$ cat config.mk
export PLATFORM = sky130hd
export DESIGN_NAME = prefetch_controller
export DESIGN_NICKNAME = d
export VERILOG_FILES = /design/src/rtl/prefetch_controller.sv
export SDC_FILE = /design/constraint.sdc
export NUM_CORES = 1
export LEC_CHECK = 0
export ABC_CLOCK_PERIOD_IN_PS = 4300
export CORE_MARGIN = 2
export CORE_UTILIZATION = 55
export CTS_CLUSTER_SIZE = 24
export DETAILED_ROUTE_END_ITERATION = 10
export PLACE_DENSITY = 0.8
export SKIP_CTS_REPAIR_TIMING = 1
export SLEW_MARGIN = 20
export SYNTH_ARGS = -nofsm -noshare
export SYNTH_HDL_FRONTEND = slang
export SYNTH_SLANG_ARGS = --single-unit
$ cat constraint.sdc
create_clock -name clk -period 4.3 [get_ports clk]
set_input_delay 1.29 -clock clk [delete_from_list [all_inputs] [get_ports clk]]
set_output_delay 1.29 -clock clk [all_outputs]
set_load 0.005 [all_outputs]
$ cat src/rtl/prefetch_controller.sv
// Instruction prefetch controller: single-outstanding memory fetch FSM feeding a small
// instruction queue, with redirect flush, response timeout and misaligned-target faults.
module prefetch_controller #(
    parameter int unsigned     XLEN     = 32,
    parameter int unsigned     DEPTH    = 4,
    parameter int unsigned     TIMEOUT  = 255,
    parameter logic [XLEN-1:0] RESET_PC = '0
) (
    input  logic                       clk,
    input  logic                       reset,
    input  logic                       redirect,
    input  logic [XLEN-1:0]            redirect_pc,
    input  logic                       memory_ready,
    input  logic                       memory_valid,
    input  logic [31:0]                memory_rdata,
    output logic                       memory_enable,
    output logic                       memory_command,
    output logic [XLEN-1:0]            memory_address,
    output logic                       instruction_valid,
    input  logic                       instruction_ready,
    output logic [31:0]                instruction,
    output logic [XLEN-1:0]            instruction_pc,
    output logic                       instruction_fault,
    output logic [$clog2(DEPTH+1)-1:0] count,
    output logic [1:0]                 debug_state
);

    localparam int unsigned PtrW = $clog2(DEPTH);
    localparam int unsigned CntW = $clog2(DEPTH + 1);
    localparam int unsigned TmoW = (TIMEOUT > 1) ? $clog2(TIMEOUT + 1) : 1;
    localparam logic [CntW-1:0] DepthC  = CntW'(DEPTH);
    localparam logic [TmoW-1:0] TmoLast = TmoW'((TIMEOUT == 0) ? 0 : TIMEOUT - 1);
    localparam bit TmoEn = (TIMEOUT != 0);

    typedef enum logic [1:0] {
        StFetch = 2'd0,
        StWait  = 2'd1,
        StDrain = 2'd2,
        StHalt  = 2'd3
    } state_e;

    state_e          state_q, state_d;
    logic [XLEN-1:0] fetch_pc_q, fetch_pc_d;
    logic [TmoW-1:0] wait_q, wait_d;

    logic [31:0]     data_q [DEPTH];
    logic [XLEN-1:0] pc_q [DEPTH];
    logic [DEPTH-1:0] fault_q;
    logic [PtrW-1:0] wr_ptr_q, rd_ptr_q;
    logic [CntW-1:0] count_q;

    logic            push, pop, push_fault, timeout_hit;
    logic [31:0]     push_data;
    logic [XLEN-1:0] push_pc;

    assign instruction_valid = (count_q != '0);
    assign pop               = instruction_valid & instruction_ready & ~redirect;
    // Timeout fires in the TIMEOUT-th consecutive cycle spent waiting without a response.
    assign timeout_hit       = TmoEn && !memory_valid && (wait_q == TmoLast);

    always_comb begin
        state_d       = state_q;
        fetch_pc_d    = fetch_pc_q;
        wait_d        = wait_q;
        push          = 1'b0;
        push_fault    = 1'b0;
        push_data     = '0;
        push_pc       = fetch_pc_q;
        memory_enable = 1'b0;

        if (redirect) begin
            fetch_pc_d = redirect_pc;
            wait_d     = '0;
            // A request still in flight must have its response swallowed before refetching.
            if ((state_q == StWait || state_q == StDrain) && !memory_valid) begin
                state_d = StDrain;
            end else begin
                state_d = StFetch;
            end
        end else begin
            unique case (state_q)
                StFetch: begin
                    if (fetch_pc_q[1:0] != 2'b00) begin
                        push       = 1'b1;
                        push_fault = 1'b1;
                        state_d    = StHalt;
                    end else if (reset && memory_ready && (count_q < DepthC)) begin
                        memory_enable = 1'b1;
                        state_d       = StWait;
                    end
                end
                StWait: begin
                    if (memory_valid) begin
                        push       = 1'b1;
                        push_data  = memory_rdata;
                        fetch_pc_d = fetch_pc_q + XLEN'(4);
                        wait_d     = '0;
                        state_d    = StFetch;
                    end else if (timeout_hit) begin
                        push       = 1'b1;
                        push_fault = 1'b1;
                        wait_d     = '0;
                        state_d    = StHalt;
                    end else if (TmoEn) begin
                        wait_d = wait_q + TmoW'(1);
                    end
                end
                StDrain: begin
                    if (memory_valid || timeout_hit) begin
                        wait_d  = '0;
                        state_d = StFetch;
                    end else if (TmoEn) begin
                        wait_d = wait_q + TmoW'(1);
                    end
                end
                StHalt: begin
                end
                default: state_d = StFetch;
            endcase
        end
    end

    always_ff @(posedge clk or negedge reset) begin
        if (!reset) begin
            state_q    <= StFetch;
            fetch_pc_q <= RESET_PC;
            wait_q     <= '0;
        end else begin
            state_q    <= state_d;
            fetch_pc_q <= fetch_pc_d;
            wait_q     <= wait_d;
        end
    end

    always_ff @(posedge clk or negedge reset) begin
        if (!reset) begin
            wr_ptr_q <= '0;
            rd_ptr_q <= '0;
            count_q  <= '0;
        end else if (redirect) begin
            wr_ptr_q <= '0;
            rd_ptr_q <= '0;
            count_q  <= '0;
        end else begin
            if (push) wr_ptr_q <= wr_ptr_q + PtrW'(1);
            if (pop)  rd_ptr_q <= rd_ptr_q + PtrW'(1);
            if (push && !pop) begin
                count_q <= count_q + CntW'(1);
            end else if (!push && pop) begin
                count_q <= count_q - CntW'(1);
            end
        end
    end

    // Storage needs no reset: head outputs are masked whenever the queue is empty.
    always_ff @(posedge clk) begin
        if (push) begin
            data_q[wr_ptr_q]  <= push_data;
            pc_q[wr_ptr_q]    <= push_pc;
            fault_q[wr_ptr_q] <= push_fault;
        end
    end

    assign memory_command    = 1'b0;
    assign memory_address    = fetch_pc_q;
    assign instruction       = instruction_valid ? data_q[rd_ptr_q] : '0;
    assign instruction_pc    = instruction_valid ? pc_q[rd_ptr_q] : '0;
    assign instruction_fault = instruction_valid & fault_q[rd_ptr_q];
    assign count             = count_q;
    assign debug_state       = state_q;

endmodule

==> metrics.txt <==
Peak VDD IR=0.000392 V; sequential area share after synthesis=0.689; met2 routed WL=15.0 mm; I/O pins=175; CTS buffer count=30; PortBufs=173; Hold Path End=debug_state[0]; TritonCTS clock tree=built; flop-to-flop setup slack=1.54 ns; Non-Filler Instances=1328; RSZ-0062 raised after global routing=no; per-cell routed wire length=22.7 um; fraction of registers with async set/reset=0.159; adder-cell area share of the yosys netlist=0.0111; maximum clock insertion buffer count=3; layout cells sized above 1=0.163; number of enable flip-flop cells after synthesis=260; minimum clock period=4.10 ns; worst hold path class=register to register; DRC Markers=0; largest family of logic cells by synthesized area=multiplexers; Via Count=8052; GRT overflow=0; first-pass GRT wire length=45.8 mm; total wire length=30.2 mm; Antenna Violating Nets Remaining=0; crit end category=primary output; top cell type's share of synthesized area=0.595; final hold slack=0.573 ns; met3 wire length=2.34 mm; DR vias/cell=6.06; FF-to-FF Start=debug_state[1]; post-synthesis simple-gate area fraction=0.114; Final #Nets=1066; Cell Pwr Density=575 nW/um^2; CP Buf/Inv Count=2; placed cell count=1272; skew final=0.0177 ns; Final Wtd Congestion=0.809; Worst R2R Path Depth=7; fmax=0.244 GHz; die span in x=158 um; Mapped Area=13100 sq um; setup violators final=0; Startpoint Class=register; final-report hold violation count=0; critical path type=register to primary output; leakage power=5.71 nW; register bit total from synthesis=309; Post-Syn Area per Cell=16.3 sq um; setup TNS=0 ns; CP Cell Sequence=buf_4, mux4_2, and2_1, clkdlybuf4s50_1; core area=23500 sq um; vias in the first global route=8013; delay-heaviest family, CP=buffers and inverters; post-synthesis xor/xnor area fraction=0.0114; post-synthesis mux area share=0.119; Yosys warning total=0; die height=158 um; Root Buffer=clkbuf_16; critical path required time=3.01 ns; fillcell total=1520; Critical Path Max Stage Delay=0.71 ns; DR pass1 iterations=6; die area=25100 sq um; ANT cells=0; number of cell rows=56; syn_nets=887; Slew HR=0.493; Yosys top cell by area=edfxtp_1; largest cells by area after synthesis=edfxtp_1 (60%), mux4_2 (11%), dfrtp_1 (9.4%), and2_1 (3.1%), and3_1 (2.3%); Commonest cells post-synth=edfxtp_1 (260), and2_1 (66), mux4_2 (65); min-delay src=debug_state[0]; clock latency on the worst-skew pair=0.56 ns; Worst Path Max Fanout=21; total track usage=0.243; Max Used Layer=met4; Max-Cap Viols=0; initial drt markers=579; reg-to-reg critical path endpoint=data_q[2][13]; DRT met1 WL=12.2 mm; Slew Limit Fails=0; worst-margin pin slew=0.757 ns; Synth cell types=51; Worst-path clk slew=0.06 ns; P&R area growth vs syn=25.4%; Cells after Synth=806; status=completed; H-tree depth=1; Starting Density=0.559; WHS Path Cells=1; crit share post-route=0.953; Synth Area in Compound Gates=0.0363; largest net degree at the start of global routing=59; initial antenna violation count=1; cell with the most instances after synthesis=edfxtp_1; CTS Sinks=309; CP arrival=2.81 ns; crit path max-delay cell type=dfrtp_4; Main synth FF type=edfxtp_1; HPWL Detailed=18.2 mm
-- sequential cells by signal, summed over array words and instances, names as in the netlist --
register        flops
rd_ptr_q            2
wait_q              8
debug_state         2
pc_q              128
data_q            128
wr_ptr_q            2
memory_address     32
count               3
fault_q             4
-- per-layer routing --
layer / vias to the layer above / track usage
met5: - / 0
met4: 0 / 0.0652
met3: 49 / 0.0327
met2: 390 / 0.411
met1: 4079 / 0.339
li1: 3534 / -
-- metrics by stage --
stage                     power (mW)   util  worst slack (ns)  area [sq um]
final                           9.46  0.700             0.201         16400
after global routing            9.85  0.700            0.0762         16400
after CTS                       9.52  0.700             0.149         16400
after detailed placement        6.73  0.655             0.344         15400
after global placement          6.65  0.655             0.318         15400
after floorplan                 5.33      -             0.303         13100
-- cell usage in the layout, fill, tap and decap left out, types with 15 or more instances in the layout --
cell type and instances:
and3_1 45, o21ai_0 22, o31ai_1 15, nand2_1 29, edfxtp_1 260, clkdlybuf4s50_1 171
nand4_1 16, nand3_1 21, clkbuf_16 31, and2_1 67, nor2_1 29, mux4_2 65
dfrtp_1 47
-- report_power, final --
part / internal [mW] / total (mW) / switching [mW]
Sequential: 3.67 / 3.91 / 0.248
Clock: 1.67 / 2.78 / 1.11
Combinational: 1.55 / 2.76 / 1.21
-- area by class of cell --
| class | count | area [sq um] | area share |
|---|---|---|---|
| clock buffers | 35 | 821 | 0.0499 |
| clock inverters | 21 | 250 | 0.0152 |
| inverters | 12 | 45.0 | 0.00274 |
| multi-input cells | 435 | 3850 | 0.234 |
| flip-flops and latches | 309 | 9040 | 0.550 |
| well taps | 319 | 399 | 0.0243 |
| repair buffers | 197 | 2040 | 0.124 |
-- kinds of logic (layout without fill, tap and decap cells) --
kind of cell	count (synthesis)	in the layout
flops	309	309
buf+inv	62	265
compound gates	72	72
fa+ha+maj	11	11
simple gates	260	260
other cells	1	1
mux	74	74
xor+xnor	17	17
-- worst max path at each step --
stage | from | to | slack (ns) | cells past startpoint
after floorplan | redirect | data_q[1][0] | 0.30 | 4
after global placement | memory_ready | memory_enable | 0.32 | 4
after detailed placement | memory_ready | memory_enable | 0.34 | 4
after CTS | rd_ptr_q[0] | instruction_pc[30] | 0.15 | 4
after global routing | rd_ptr_q[0] | instruction_pc[30] | 0.08 | 4
final | rd_ptr_q[0] | instruction_pc[30] | 0.20 | 4
Note: power is estimated with default switching activity, not from simulation.
